===== src/rtl/echo_ranger.sv =====
// Ultrasonic ranger sequencer: trigger pulse, echo width timing in microseconds,
// and sequential conversion to centimetres, repeating while enabled.
module echo_ranger #(
    parameter int unsigned CLKSPDMHZ  = 100,
    parameter int unsigned TRIG_US    = 10,
    parameter int unsigned TIMEOUT_US = 30000,
    parameter int unsigned HOLDOFF_US = 30000,
    parameter int unsigned CM_DIV     = 58
) (
    input  logic        clk,
    input  logic        reset_n,
    input  logic        enable,
    input  logic        echo,
    output logic        trig,
    output logic        busy,
    output logic        valid,
    output logic        timeout,
    output logic [15:0] echo_us,
    output logic [9:0]  dist_cm
);

    localparam int unsigned PW = (CLKSPDMHZ > 1) ? $clog2(CLKSPDMHZ) : 1;

    localparam logic [2:0] IDLE      = 3'd0;
    localparam logic [2:0] TRIG      = 3'd1;
    localparam logic [2:0] WAIT_RISE = 3'd2;
    localparam logic [2:0] MEASURE   = 3'd3;
    localparam logic [2:0] DIVIDE    = 3'd4;
    localparam logic [2:0] HOLDOFF   = 3'd5;

    localparam logic [PW-1:0] PRE_LAST  = PW'(CLKSPDMHZ - 1);
    localparam logic [15:0]   TRIG_LAST = 16'(TRIG_US - 1);
    localparam logic [15:0]   TO_LAST   = 16'(TIMEOUT_US - 1);
    localparam logic [15:0]   HOLD_LAST = 16'(HOLDOFF_US - 1);
    localparam logic [15:0]   TO_VAL    = 16'(TIMEOUT_US);
    localparam logic [15:0]   DIVISOR   = 16'(CM_DIV);
    localparam logic [9:0]    QMAX      = 10'd1023;

    logic [2:0]    state_q, state_d;
    logic          echo_m_q, echo_s_q, echo_d_q;
    logic [PW-1:0] pre_q;
    logic [15:0]   us_q;
    logic [15:0]   meas_q, meas_d;
    logic [15:0]   rem_q, rem_d;
    logic [9:0]    quot_q, quot_d;
    logic          trig_q;
    logic          valid_q, valid_d;
    logic          timeout_q, timeout_d;
    logic [15:0]   echo_us_q, echo_us_d;
    logic [9:0]    dist_q, dist_d;

    logic tick, rise, fall, take_timeout;

    assign tick = (pre_q == PRE_LAST);
    assign rise = echo_s_q & ~echo_d_q;
    assign fall = ~echo_s_q & echo_d_q;

    always_comb begin
        state_d      = state_q;
        meas_d       = meas_q;
        rem_d        = rem_q;
        quot_d       = quot_q;
        valid_d      = 1'b0;
        timeout_d    = timeout_q;
        echo_us_d    = echo_us_q;
        dist_d       = dist_q;
        take_timeout = 1'b0;
        case (state_q)
            IDLE: begin
                if (enable) state_d = TRIG;
            end
            TRIG: begin
                if (tick && us_q == TRIG_LAST) state_d = WAIT_RISE;
            end
            WAIT_RISE: begin
                if (rise) state_d = MEASURE;
                else if (tick && us_q == TO_LAST) take_timeout = 1'b1;
            end
            MEASURE: begin
                // The fall-detect cycle completes the final microsecond of the pulse.
                if (fall) begin
                    state_d = DIVIDE;
                    meas_d  = us_q + {15'd0, tick};
                    rem_d   = us_q + {15'd0, tick};
                    quot_d  = '0;
                end else if (tick && us_q == TO_LAST) begin
                    take_timeout = 1'b1;
                end
            end
            DIVIDE: begin
                if (rem_q >= DIVISOR && quot_q != QMAX) begin
                    rem_d  = rem_q - DIVISOR;
                    quot_d = quot_q + 10'd1;
                end else begin
                    state_d   = HOLDOFF;
                    valid_d   = 1'b1;
                    timeout_d = 1'b0;
                    echo_us_d = meas_q;
                    dist_d    = quot_q;
                end
            end
            HOLDOFF: begin
                if (tick && us_q == HOLD_LAST) state_d = enable ? TRIG : IDLE;
            end
            default: state_d = IDLE;
        endcase
        if (take_timeout) begin
            state_d   = HOLDOFF;
            valid_d   = 1'b1;
            timeout_d = 1'b1;
            echo_us_d = TO_VAL;
            dist_d    = QMAX;
        end
    end

    always_ff @(posedge clk or negedge reset_n) begin
        if (!reset_n) begin
            state_q   <= IDLE;
            echo_m_q  <= 1'b0;
            echo_s_q  <= 1'b0;
            echo_d_q  <= 1'b0;
            pre_q     <= '0;
            us_q      <= '0;
            meas_q    <= '0;
            rem_q     <= '0;
            quot_q    <= '0;
            trig_q    <= 1'b0;
            valid_q   <= 1'b0;
            timeout_q <= 1'b0;
            echo_us_q <= '0;
            dist_q    <= '0;
        end else begin
            state_q   <= state_d;
            echo_m_q  <= echo;
            echo_s_q  <= echo_m_q;
            echo_d_q  <= echo_s_q;
            meas_q    <= meas_d;
            rem_q     <= rem_d;
            quot_q    <= quot_d;
            trig_q    <= (state_d == TRIG);
            valid_q   <= valid_d;
            timeout_q <= timeout_d;
            echo_us_q <= echo_us_d;
            dist_q    <= dist_d;
            // Timebase restarts on every transition so each state lasts an exact clock count.
            if (state_d != state_q) begin
                pre_q <= '0;
                us_q  <= '0;
            end else if (tick) begin
                pre_q <= '0;
                us_q  <= us_q + 16'd1;
            end else begin
                pre_q <= pre_q + 1'b1;
            end
        end
    end

    assign trig    = trig_q;
    assign busy    = (state_q != IDLE);
    assign valid   = valid_q;
    assign timeout = timeout_q;
    assign echo_us = echo_us_q;
    assign dist_cm = dist_q;

endmodule


===== config.mk =====
export PLATFORM = sky130hd
export DESIGN_NAME = echo_ranger
export DESIGN_NICKNAME = d
export VERILOG_FILES = /design/src/rtl/echo_ranger.sv
export SDC_FILE = /design/constraint.sdc
export NUM_CORES = 1
export LEC_CHECK = 0
export CORE_ASPECT_RATIO = 1.25
export CORE_MARGIN = 10
export CORE_UTILIZATION = 25
export DETAILED_ROUTE_END_ITERATION = 8
export GPL_TIMING_DRIVEN = 0
export PLACE_DENSITY = 0.5
export REMOVE_ABC_BUFFERS = 1
export SYNTH_ARGS = -nofsm -noshare
export SYNTH_HDL_FRONTEND = slang
export SYNTH_SLANG_ARGS = --single-unit

===== constraint.sdc =====
create_clock -name clk -period 2.85 [get_ports clk]
set_input_delay 0.4275 -clock clk [delete_from_list [all_inputs] [get_ports clk]]
set_output_delay 0.4275 -clock clk [all_outputs]
set_load 0.02 [all_outputs]

[Word-level counts from Yosys, hierarchy flattened]
Index checks and enable logic that the tools add are counted.
Storage, ports and cells
  input bits: 4
  bits in registers: 100
  output and inout port bits: 30
  word-level logic and storage cells: 84
Operators by class
  equal/unequal tests: 14
  add/sub/neg operators: 5
  multiplexer cells: 35
  order comparisons: 1
  bitwise gates (word level): 4
  reductions and logical operators: 11
Operators with widths (count)
  $mux W16: 7
  $mux W10: 5
  $pmux W16 S2: 1
  $mux W3: 7
  $pmux W10 S2: 1
  $pmux W3 S6: 1
  $add A16 B1 Y16: 1
  $add A16 B1 Y16 const B: 1
  $eq A16 B15 Y1 const B: 1
  $eq A16 B4 Y1 const B: 1
  $ge A16 B6 Y1 const B: 1
  $sub A16 B6 Y16 const B: 1
  $mux W7: 2
  $add A10 B1 Y10 const B: 1
  $mux W1: 10
  $ne A10 B10 Y1 const B: 1
  $add A7 B1 Y7 const B: 1
  $eq A7 B7 Y1 const B: 1
  $eq A3 B1 Y1 const B: 2
  $eq A3 B2 Y1 const B: 2
  $eq A3 B3 Y1 const B: 2
  $ne A2 B2 Y1 const B: 3
  $reduce_bool A2 Y1: 3
  $reduce_and A2 Y1: 2
  other kinds (8): 12

[Logic depth before layout (Yosys ltp)]
Gate-level depths: netlist of run 1.
  depth in word-level cells: 8
  gate-level depth with buffers: 12
  depth with buffers taken out: 11

[Worst setup path before layout of run 1]
OpenSTA, ideal clock, no wires.
  kind: register to register
  from: register pre_q[2]
  to: register rem_q[12]
  data arrival time: 2582 ps
  cell stages (with the launch flop): 12
  setup time: 121 ps
  path buffers: 1
  required time: 2729 ps
  slack: 147 ps
  clock period less this slack: 2703 ps
  cells stage by stage: dfrtp_1 > or4b_4 > or2_1 > buf_6 > clkinv_1 > ha_1 > ha_1 > nand4_1 > nor2_1 > xnor2_1 > a32oi_1 > o22a_1
On the way
  word-level cells in the longest chain between the ends: 4
RTL lines
  start, declared: line 41  | logic [PW-1:0] pre_q;
  start signal, assigned: line 153  | pre_q <= pre_q + 1'b1;
  $eq A7 B7 Y1: line 54  | assign tick = (pre_q == PRE_LAST);
  $add A16 B1 Y16: line 84  | rem_d = us_q + {15'd0, tick};
  $mux W16: line 81  | if (fall) begin
  $pmux W16 S2: line 68  | case (state_q)
  end signal, assigned: line 138  | rem_q <= rem_d;
  end, declared: line 44  | logic [15:0] rem_q, rem_d;
No other way between the ends. The select of a mux whose other input is x is not followed.
A chain may end at the register's enable or synchronous reset.

[Final worst setup path of run 1]
  from: register pre_q[3]
  to: register us_q[12]
On the way
  word-level cells in the longest chain between the ends: 8
  elaborated cells on any way between the ends: 14
  those cells by class: 2 x eq/ne; 9 x mux; 3 x reduce/logical
RTL lines
  $eq A7 B7 Y1 *: line 54
  $logic_and A1 B1 Y1: line 77, 86, 103
  $mux W1: line 77, 86
  $mux W1, on equally long branches: line 81, 76
  $pmux W1 S2: line 68
  $mux W3: line 107  | if (take_timeout) begin
  $ne A3 B3 Y1: line 146  | if (state_d != state_q) begin
  $mux W16 or $reduce_bool A2 Y1 (tied branches)
  end signal, assigned: line 151  | us_q <= us_q + 16'd1;
  end, declared: line 42  | logic [15:0] us_q;
Mark *: on every way between the ends. The rest lies on a longest branch, timed or not.

==> run summary, run 1 <==
Vias - 3885
CTS max path bufs - 2
Setup TNS - 0 ps
PD cells - 452 nW/µm²
Die extent in x - 146 µm
Finished Layout Cells - 845
Worst path bufs/invs - 1
Area of the multi-input gates - 2460 µm²
DIE AREA - 26100 µm²
Final number of max-transition violations - 0
Proportion of layout cells with a drive suffix above 1 - 12.8%
GRT Util Overall - 9.44%
Site Rows - 57
Clock skew - 11.4 ps
MaxCap Viol Count - 0
Root Driver - clkbuf_16
Worst r2r dst - us_q[12]
Post-synthesis cell type count - 62
# diodes - 0
Filler Cell Count - 2096
Mapped cell area - 5000 µm²
Worst-Margin Slew - 1230 ps
Core area - 19500 µm²
DRT Pass-1 Iters - 4
Final Net Count - 586
Drt wl/cell - 14.2 µm
Fin crit share - 97.0%
Latest clock arrival within the worst-skew pair - 360 ps
Rel. slew slack - 17.6%
Post-synthesis sequential area ratio - 49.6%
Maximum single-stage delay on the critical path - 750 ps
# IOs - 34
Routed WL - 12000 µm
DPL Wire Length - 8440 µm
Min-Delay Path Class - in2async
CP max FO - 4
Peak VDD IR - 276 µV
Top Family by Delay on Critical Path - simple AND/OR/NAND/NOR gates
Reg2Reg Setup Slack - 90 ps
Top FF cell, synth - dfrtp_1
Ys async rst share - 100%
Status - finished, final reports clean
Crit path DAT - 3010 ps
Number of remaining DRC errors - 0
FF-to-FF Start - pre_q[3]
Area grow syn2layout - 21.0%
#FFs+latches synth - 99
IO buf count - 33
Depth of the worst register-to-register path - 7
Hold_buf cts - 0
# clock sinks - 99
Reg clk slew, reported paths - 70 ps
Synthesized instance count - 547
RSZ-0062 raised after global routing - yes
Min Tclk post-route - 2760 ps
Synth warn - 0
Largest net degree at the start of global routing - 53
Vias in the first global route - 3999
Gr ovfl total - 0
H-tree depth - 3
Initial antenna violation count - 0
Cts bufs inserted - 9
Worst Setup End Kind - flop
Worst EP required - 3100 ps
Hold_ws - 81.6 ps
GPL Wtd Cong - 0.853
Critical-path top delay cell - nor4_1
CTS tree - done
Register area - 2480 µm²
LEAKAGE - 0.00267 µW
Final Hold Fails - 0
Worst path cell trace - or4b_4 -> nor4_1 -> a21oi_1 -> a21boi_1 -> a211oi_4 -> buf_4 -> nor2_2
Final setup fails - 0
Syn avg cell area - 9.14 µm²
Critical path class - reg2reg
Die Ht - 178 µm
Starting Density - 25.6%
Fmax - 362 MHz
First-pass GRT wire length - 20300 µm
Commonest non-fill, non-tap cells in the layout - 99 x nand2_1, 99 x dfrtp_1, 79 x nor2_1, 32 x clkdlybuf4s50_1, 26 x a21oi_1
DR iter-0 viols - 273
Vias per cell - 4.60
Placed Instances - 821
Number of flops mapped to enable cells by yosys - 0
Worst Setup Start Kind - flop
Post-DRT Antenna Nets - 0
Finished Core Util - 30.9%
[worst reg2reg max path: stages, from the launching register on]
cell      delay [ps]
dfrtp_1          420
or4b_4           540
nor4_1           750
a21oi_1          190
a21boi_1         230
a211oi_4         250
buf_4            220
nor2_2            50
[timing repair]
| item | CTS | global route |
|---|---|---|
| cloned | 1 | 0 |
| pin swaps | 5 | 0 |
| gates resized for setup | 11 | 7 |
| setup endpoints to repair | 62 | 56 |
| buffers inserted | 5 | 2 |
[per-layer routing]
metal  routed length (µm)  vias to the layer above  global-route usage [%]
met5                    0                        -                       0
met4                  267                        0                    3.72
met3                  494                       25                    2.59
met2                 6110                       72                    16.5
met1                 5140                     1864                    10.7
li1                     -                     1924                       -
[logic make-up (layout without fill, tap and decap cells)]
family	after synthesis	in the layout	share of synthesized area, %
and+or+nand+nor	281	281	26.8
DFF	99	99	49.6
AOI/OAI and AO/OA	83	84	11.2
xor gates and xnor gates	37	37	6.48
buffers and inverters	35	67	3.13
adders and majority gates	7	7	1.75
muxes	5	5	1.03
[cell usage after synthesis (3+ instances only)]
| cell | instances | share of area [%] |
|---|---|---|
| o22a_1 | 4 | 0.70 |
| ha_1 | 7 | 1.8 |
| buf_6 | 3 | 0.68 |
| a211oi_1 | 3 | 0.45 |
| nor2_1 | 82 | 6.2 |
| nor3_2 | 4 | 0.80 |
| nand4_1 | 13 | 1.6 |
| o22ai_1 | 4 | 0.50 |
| o21a_1 | 3 | 0.45 |
| xor2_1 | 18 | 3.2 |
| nand2b_1 | 7 | 0.88 |
| nand3b_1 | 3 | 0.45 |
| nor2_2 | 18 | 2.3 |
| mux2i_1 | 4 | 0.80 |
| nor2b_1 | 3 | 0.38 |
| inv_1 | 7 | 0.53 |
| or3_1 | 5 | 0.63 |
| xnor2_1 | 19 | 3.3 |
| clkbuf_1 | 19 | 1.4 |
| a21oi_1 | 26 | 2.6 |
| o21ai_0 | 18 | 1.8 |
| nor3_1 | 5 | 0.50 |
| dfrtp_1 | 99 | 50 |
| nand3_1 | 18 | 1.8 |
| and3_1 | 3 | 0.38 |
| and4_1 | 6 | 1.1 |
| nor4_1 | 3 | 0.38 |
| nand2_1 | 99 | 7.4 |
[worst max-delay path by stage]
stage | from | end | depth (start not counted)
floorplan | state_q[2] | us_q[1] | 6
global placement | state_q[2] | pre_q[6] | 6
detailed placement | state_q[2] | pre_q[6] | 7
CTS | pre_q[2] | rem_q[12] | 10
global route | pre_q[3] | rem_q[15] | 10
finish | pre_q[3] | us_q[12] | 7
[metrics by stage]
stage	setup slack, ps	instance area, µm²	power [µW]
after CTS	2.04	6000	2780
after detailed placement	-1250	5580	1480
after floorplan	-1370	4870	1440
after global routing	-61.3	6050	2840
final	85.8	6050	2730
after global placement	-3040	5540	1470
[registers in the layout, indices dropped and copies added, names as in the netlist, 3 cells and up]
name and cells:
pre_q 7, echo_us 16, rem_q 15, meas_q 16, us_q 16, dist_cm 10
quot_q 10, state_q 3
[where the power goes]
group / total (µW) / switching [µW] / internal [µW]
clock: 1290 / 588 / 698
combinational: 40.9 / 31.5 / 9.39
sequential: 1410 / 1.19 / 1410
[final cells by class]
cell class | instances | area share [%]
Multi-Input combinational cell | 414 | 40.6
Timing Repair Buffer | 42 | 7.14
Sequential cell | 99 | 41.0
Inverter | 9 | 0.642
Clock inverter | 7 | 1.39
Clock buffer | 9 | 3.73
Tap cell | 265 | 5.48
(Power assumes the default switching activity.)
==> run 2, diff against run 1 <==
--- a/config.mk
+++ b/config.mk
@@ -5,12 +5,13 @@
 export SDC_FILE = /design/constraint.sdc
 export NUM_CORES = 1
 export LEC_CHECK = 0
+export ABC_AREA = 1
 export CORE_ASPECT_RATIO = 1.25
 export CORE_MARGIN = 10
 export CORE_UTILIZATION = 25
 export DETAILED_ROUTE_END_ITERATION = 8
 export GPL_TIMING_DRIVEN = 0
-export PLACE_DENSITY = 0.5
+export PLACE_DENSITY_LB_ADDON = 0.25
 export REMOVE_ABC_BUFFERS = 1
 export SYNTH_ARGS = -nofsm -noshare
 export SYNTH_HDL_FRONTEND = slang
==> run summary, run 2 <==
Status - finished, final reports clean
# diodes - 0 (unchanged)
Finished Core Util - 30.0% (-0.99 points)
Site Rows - 59 (+3.5%)
PD cells - 471 nW/µm² (+4.2%)
Fin crit share - 87.3% (-9.7 points)
DPL Wire Length - 9260 µm (+9.7%)
Post-DRT Antenna Nets - 0 (unchanged)
Min Tclk post-route - 2490 ps (-277 ps)
Synthesized instance count - 639 (+17%)
Top cell type's share of synthesized area - 47.3% (-2.3 points)
Number of remaining DRC errors - 0 (unchanged)
Vias per cell - 4.30 (-6.4%)
Peak VDD IR - 298 µV (+7.9%)
Worst Setup End Kind - flop
Overall Power - 2930 µW (+7.1%)
Vias - 4066 (+4.7%)
Initial antenna violation count - 0 (unchanged)
Hold_ws - 72.4 ps (-9.16 ps)
Gr ovfl total - 0 (unchanged)
Met3 WL - 494 µm (unchanged)
Latest clock arrival within the worst-skew pair - 350 ps (about the same)
Critical path class - reg2reg
Root Driver - clkbuf_16
Fmax - 402 MHz (+11%)
Die Ht - 182 µm (+2.1%)
DRT Pass-1 Iters - 4 (unchanged)
Top FF cell, synth - dfrtp_1
IO buf count - 33 (unchanged)
Proportion of layout cells with a drive suffix above 1 - 11.5% (-1.3 points)
Die extent in x - 149 µm (+2.1%)
Worst EP required - 3140 ps (+40 ps)
Worst Setup Start Kind - flop
GPL Wtd Cong - 0.840 (-1.6%)
Rel. slew slack - 31.8% (+14 points)
DR iter-0 viols - 299 (+9.5%)
Number of flops mapped to enable cells by yosys - 0 (unchanged)
Final setup fails - 0 (unchanged)
DIE AREA - 27200 µm² (+4.2%)
Area leader, netlist - dfrtp_1
Cts bufs inserted - 9 (unchanged)
RSZ-0062 raised after global routing - no
Clock skew - 5.59 ps (-5.78 ps)
Post-synthesis cell type count - 37 (-40%)
Most numerous cell in the Yosys netlist - nand2_1
GRT Util Overall - 10.1% (+0.63 points)
LEAKAGE - 0.00290 µW (+8.3%)
CTS max path bufs - 2 (unchanged)
Reg clk slew, reported paths - 70 ps (about the same)
MaxCap Viol Count - 0 (unchanged)
CTS tree - done
# IOs - 34 (unchanged)
Most common cell after layout, fill and taps aside - nand2_1
Final number of max-transition violations - 0 (unchanged)
Synth area leaders - dfrtp_1 47%, nand2_1 11%, o21ai_0 5.0%, xor2_1 4.8%, nor2_1 4.7%
Worst-Margin Slew - 1020 ps (-214 ps)
H-tree depth - 3 (unchanged)
Synth top cells by count - 153 x nand2_1, 99 x dfrtp_1, 66 x nor2_1, 65 x inv_1, 52 x o21ai_0
M1 WL - 5980 µm (+16%)
Worst slack, placed - -888 ps (+358 ps)
Min-Delay Path Class - in2async
Final Net Count - 677 (+16%)
# clock sinks - 99 (unchanged)
Synth warn - 0 (unchanged)
Crit path DAT - 2770 ps (-240 ps)
CP max FO - 9 (+5)
Final Hold Fails - 0 (unchanged)
#FFs+latches synth - 99 (unchanged)
Post-synthesis sequential area ratio - 47.3% (-2.3 points)
Starting Density - 25.3% (-0.31 points)
Final setup margin - 363 ps (+277 ps)
Top Metal Used - met4
Area grow syn2layout - 18.6%
Vias in the first global route - 4172 (+4.3%)
Drt wl/cell - 13.9 µm (-2.5%)
Core area - 20700 µm² (+6.2%)
Setup TNS - 0 ps (unchanged)
Ys async rst share - 100% (unchanged)
Largest net degree at the start of global routing - 61 (+15%)
Met2 Wirelength - 6520 µm (+6.7%)
Commonest non-fill, non-tap cells in the layout - 152 x nand2_1, 99 x dfrtp_1, 66 x nor2_1, 65 x inv_1, 52 x o21ai_0
Routed WL - 13100 µm (+9.1%)
First-pass GRT wire length - 22100 µm (+8.7%)
Syn avg cell area - 8.20 µm² (-10%)
Mapped cell area - 5240 µm² (+4.9%)
[run 2: metrics by stage]
stage / cells / cell area, µm²
floorplan: 619 / 5110
global placement: 926 / 5790
detailed placement: 927 / 5810
CTS: 945 / 6200
global route: 945 / 6210
finish: 945 / 6210
[run 2: per-layer routing]
| metal | up-vias | track usage, % |
|---|---|---|
| met5 | - | 0 |
| met1 | 1915 | 12.6 |
| met4 | 0 | 2.63 |
| li1 | 2096 | - |
| met2 | 50 | 17.0 |
| met3 | 5 | 2.19 |
[run 2: area by class of cell]
cell class	instances	area, µm²
clock buffers	11	233
flip-flops and latches	99	2480
well taps	274	343
repair buffers	35	363
clock inverters	5	125
multi-input cells	448	2400
fillers	2227	14500
inverters	73	277
[run 2: power by group]
group / total [µW] / internal (µW) / switching [µW] / leakage, µW
clock: 1480 / 947 / 537 / 0.000174
combinational: 37.9 / 7.73 / 30.1 / 0.00137
sequential: 1410 / 1410 / 0.860 / 0.00135
total: 2930 / 2360 / 568 / 0.00290
[run 2: timing repair]
item                                   in CTS  in global routing
endpoints found under the hold margin       0                  0
setup buffers                               1                  0
gates resized for setup                     2                  3
hold buffers                                0                  0
cloned                                      1                  0
setup endpoints to repair                  31                 25
pin swaps                                   1                  0
[run 2: path summary, 6_finish.rpt]
| check | slack, ps | start | cells past startpoint | endpoint |
|---|---|---|---|---|
| hold reg to reg | 360 | echo_m_q | 0 | echo_s_q |
| max in group asynchronous | 2090 | reset_n | 2 | echo_d_q |
| min in group clk | 360 | echo_m_q | 0 | echo_s_q |
| setup reg to reg | 360 | pre_q[0] | 13 | rem_q[12] |
| hold / removal | 70 | reset_n | 1 | echo_us[9] |
| setup / recovery | 360 | pre_q[0] | 13 | rem_q[12] |
[run 2: kinds of logic (layout without fill, tap and decap cells)]
kind of cell,count (synthesis),count (layout),synth area share [%]
xor+xnor,35,35,5.85
fa+ha+maj,7,7,1.67
simple gates,319,320,28.1
buf+inv,93,124,7.66
flops,99,99,47.3
compound gates,86,86,9.43
[run 2: worst max-delay path, cell delays in order, from the launching register on]
cell and delay (ps):
dfrtp_1 370, ha_1 240, nand2_2 110, nor2_8 180
ha_1 200, ha_1 220, nand2_1 130, nor2_1 270
nand3_1 140, xnor2_1 180, inv_1 90, o21ai_0 160
nand2_1 70, nand2_1 80
==> run 3, diff against run 2 <==
--- a/config.mk
+++ b/config.mk
@@ -8,7 +8,7 @@
 export ABC_AREA = 1
 export CORE_ASPECT_RATIO = 1.25
 export CORE_MARGIN = 10
-export CORE_UTILIZATION = 25
+export CORE_UTILIZATION = 54
 export DETAILED_ROUTE_END_ITERATION = 8
 export GPL_TIMING_DRIVEN = 0
 export PLACE_DENSITY_LB_ADDON = 0.25
==> run summary, run 3 (same netlist as run 2, synthesis figures left out) <==
Gr ovfl total - 0 (unchanged)
Proportion of layout cells with a drive suffix above 1 - 11.2% (-0.28 points)
Worst-Margin Slew - 872 ps (-145 ps)
Maximum single-stage delay on the critical path - 640 ps (+270 ps)
Area grow syn2layout - 13.4%
DR iter-0 viols - 203 (-32%)
Hold_buf cts - 0 (unchanged)
Post-DRT Antenna Nets - 0 (unchanged)
Die extent in x - 108 µm (-28%)
# diodes - 0 (unchanged)
Placed instance area - 5630 µm² (-3.2%)
PD cells - 448 nW/µm² (-5.0%)
Worst slack, placed - -611 ps (+278 ps)
Critical-path top delay cell - nor2_2
Fmax - 393 MHz (-2.3%)
CTS tree - done
Filler Cell Count - 851 (-62%)
Seq pwr share - 52.9% (+4.9 points)
Core area - 9560 µm² (-54%)
Min-Delay Path Class - in2async
Routed WL - 11900 µm (-8.9%)
Setup Fix Bufs, Post-CTS - 0 (-1)
Final number of max-transition violations - 0 (unchanged)
Worst Setup Start Kind - flop
CP startpoint - state_q[1]
DRT Pass-1 Iters - 5 (+1)
Critical path depth in cells - 7 (-6)
Latest clock arrival within the worst-skew pair - 350 ps (about the same)
Root Driver - clkbuf_16
Clk pwr share - 45.7% (-5.0 points)
Sw frac - 20.4% (+1.0 points)
Post-route cell area - 5940 µm² (-4.4%)
GRT Util Overall - 17.7% (+7.7 points)
Worst Setup End Kind - flop
Final Net Count - 676 (-0.15%)
Min Tclk post-route - 2550 ps (+59.2 ps)
Pint - 2120 µW (-10%)
Vias - 4253 (+4.6%)
DPL Wire Length - 8500 µm (-8.2%)
Commonest non-fill, non-tap cells in the layout - 152 x nand2_1, 99 x dfrtp_1, 66 x nor2_1, 65 x inv_1, 52 x o21ai_0
Top Family by Delay on Critical Path - simple AND/OR/NAND/NOR gates
Depth of the worst register-to-register path - 7 (-6)
First-pass GRT wire length - 20000 µm (-9.2%)
LEAKAGE - 0.00285 µW (-1.5%)
GPL Wtd Cong - 0.909 (+8.2%)
Worst path cell trace - nand3_2 -> nor2_2 -> inv_2 -> nand2_4 -> o21ai_0 -> nand2_1 -> nand2_1
Status - finished, final reports clean
Clock skew - 7.57 ps (+1.97 ps)
Final setup fails - 0 (unchanged)
Peak VDD IR - 299 µV (+0.26%)
Starting Density - 54.8% (+30 points)
Cts bufs inserted - 9 (unchanged)
Rel. slew slack - 41.5% (+9.7 points)
Worst EP required - 3080 ps (-60 ps)
Final setup margin - 304 ps (-59.2 ps)
Largest net degree at the start of global routing - 70 (+15%)
Vias per cell - 5.34 (+24%)
DIE AREA - 14100 µm² (-48%)
Vias in the first global route - 4178 (+0.14%)
# IOs - 34 (unchanged)
CTS max path bufs - 2 (unchanged)
Sw Pwr - 543 µW (-4.4%)
Reg clk slew, reported paths - 60 ps (about the same)
Hold_ws - 13.9 ps (-58.6 ps)
Initial antenna violation count - 0 (unchanged)
Crit path DAT - 2780 ps (about the same)
Most common cell after layout, fill and taps aside - nand2_1
Worst path bufs/invs - 1 (unchanged)
FF-to-FF Start - state_q[1]
# clock sinks - 99 (unchanged)
Number of remaining DRC errors - 0 (unchanged)
CP max FO - 39 (+30)
Drt wl/cell - 15.0 µm (+8.2%)
Die Ht - 130 µm (-28%)
Final Hold Fails - 0 (unchanged)
Combinational fraction of design power - 1.4% (about the same)
Cell mode on critical path - nand2_1
RSZ-0062 raised after global routing - no
H-tree depth - 3 (unchanged)
Site Rows - 40 (-32%)
MaxCap Viol Count - 0 (unchanged)
Critical path class - reg2reg
Fin crit share - 89.3% (+2.1 points)
IO buf count - 33 (unchanged)
## run 3: what timing repair did
item / CTS / global route
cloned: 1 / 0
resized for setup: 1 / 1
pin swaps: 1 / 0
setup endpoints to repair: 25 / 23
## run 3: worst paths after layout
check	end	slack (ps)
max reg2reg	rem_q[12]	300
min reg2reg	echo_s_q	350
max in group asynchronous	pre_q[5]	2160
min	echo_us[11]	10
min in group clk	echo_s_q	350
max	rem_q[12]	300
## run 3: through the flow
step	power (µW)	utilization [%]	TNS (ps)	instances
6_report	2660	62.2	0	796
5_1_grt	2750	62.2	0	796
4_1_cts	2680	62.1	0	796
3_5_place_dp	1470	58.9	-13040	779
3_3_place_gp	1470	58.6	-242120	778
2_1_floorplan	1440	-	0	619
## run 3: layout make-up
cell class	instances	area, µm²	area share [%]
Tap cell	126	158	2.65
Timing Repair Buffer	34	355	5.98
Clock buffer	12	246	4.15
Multi-Input combinational cell	448	2380	40.0
Clock inverter	4	50.0	0.842
Sequential cell	99	2480	41.7
Inverter	73	277	4.65
## run 3: worst reg2reg max path: cells and delay by family, from the launching register on
family	cells	cell delay (ps)
buffers and inverters	1	330
AO/OA/AOI/OAI	1	190
flip-flops	1	540
AND/OR/NAND/NOR	5	1380
## run 3: layer usage
layer | share of wire [%] | up-vias | wire length, µm | track usage (%)
li1 | - | 2085 | - | -
met1 | 43 | 2051 | 5160 | 20.9
met2 | 50 | 97 | 5980 | 31.0
met3 | 4.5 | 20 | 532 | 3.26
met4 | 2.2 | 0 | 268 | 6.93
met5 | 0 | - | 0 | 0
## run 3: power by group through the flow
stage	registers [µW]	logic (µW)	clock network [µW]
finish	1410	36.5	1220
global route	1410	42.9	1300
CTS	1410	38.7	1240
detailed placement	1430	38.8	0
global placement	1430	34.0	0
floorplan	1430	1.76	0
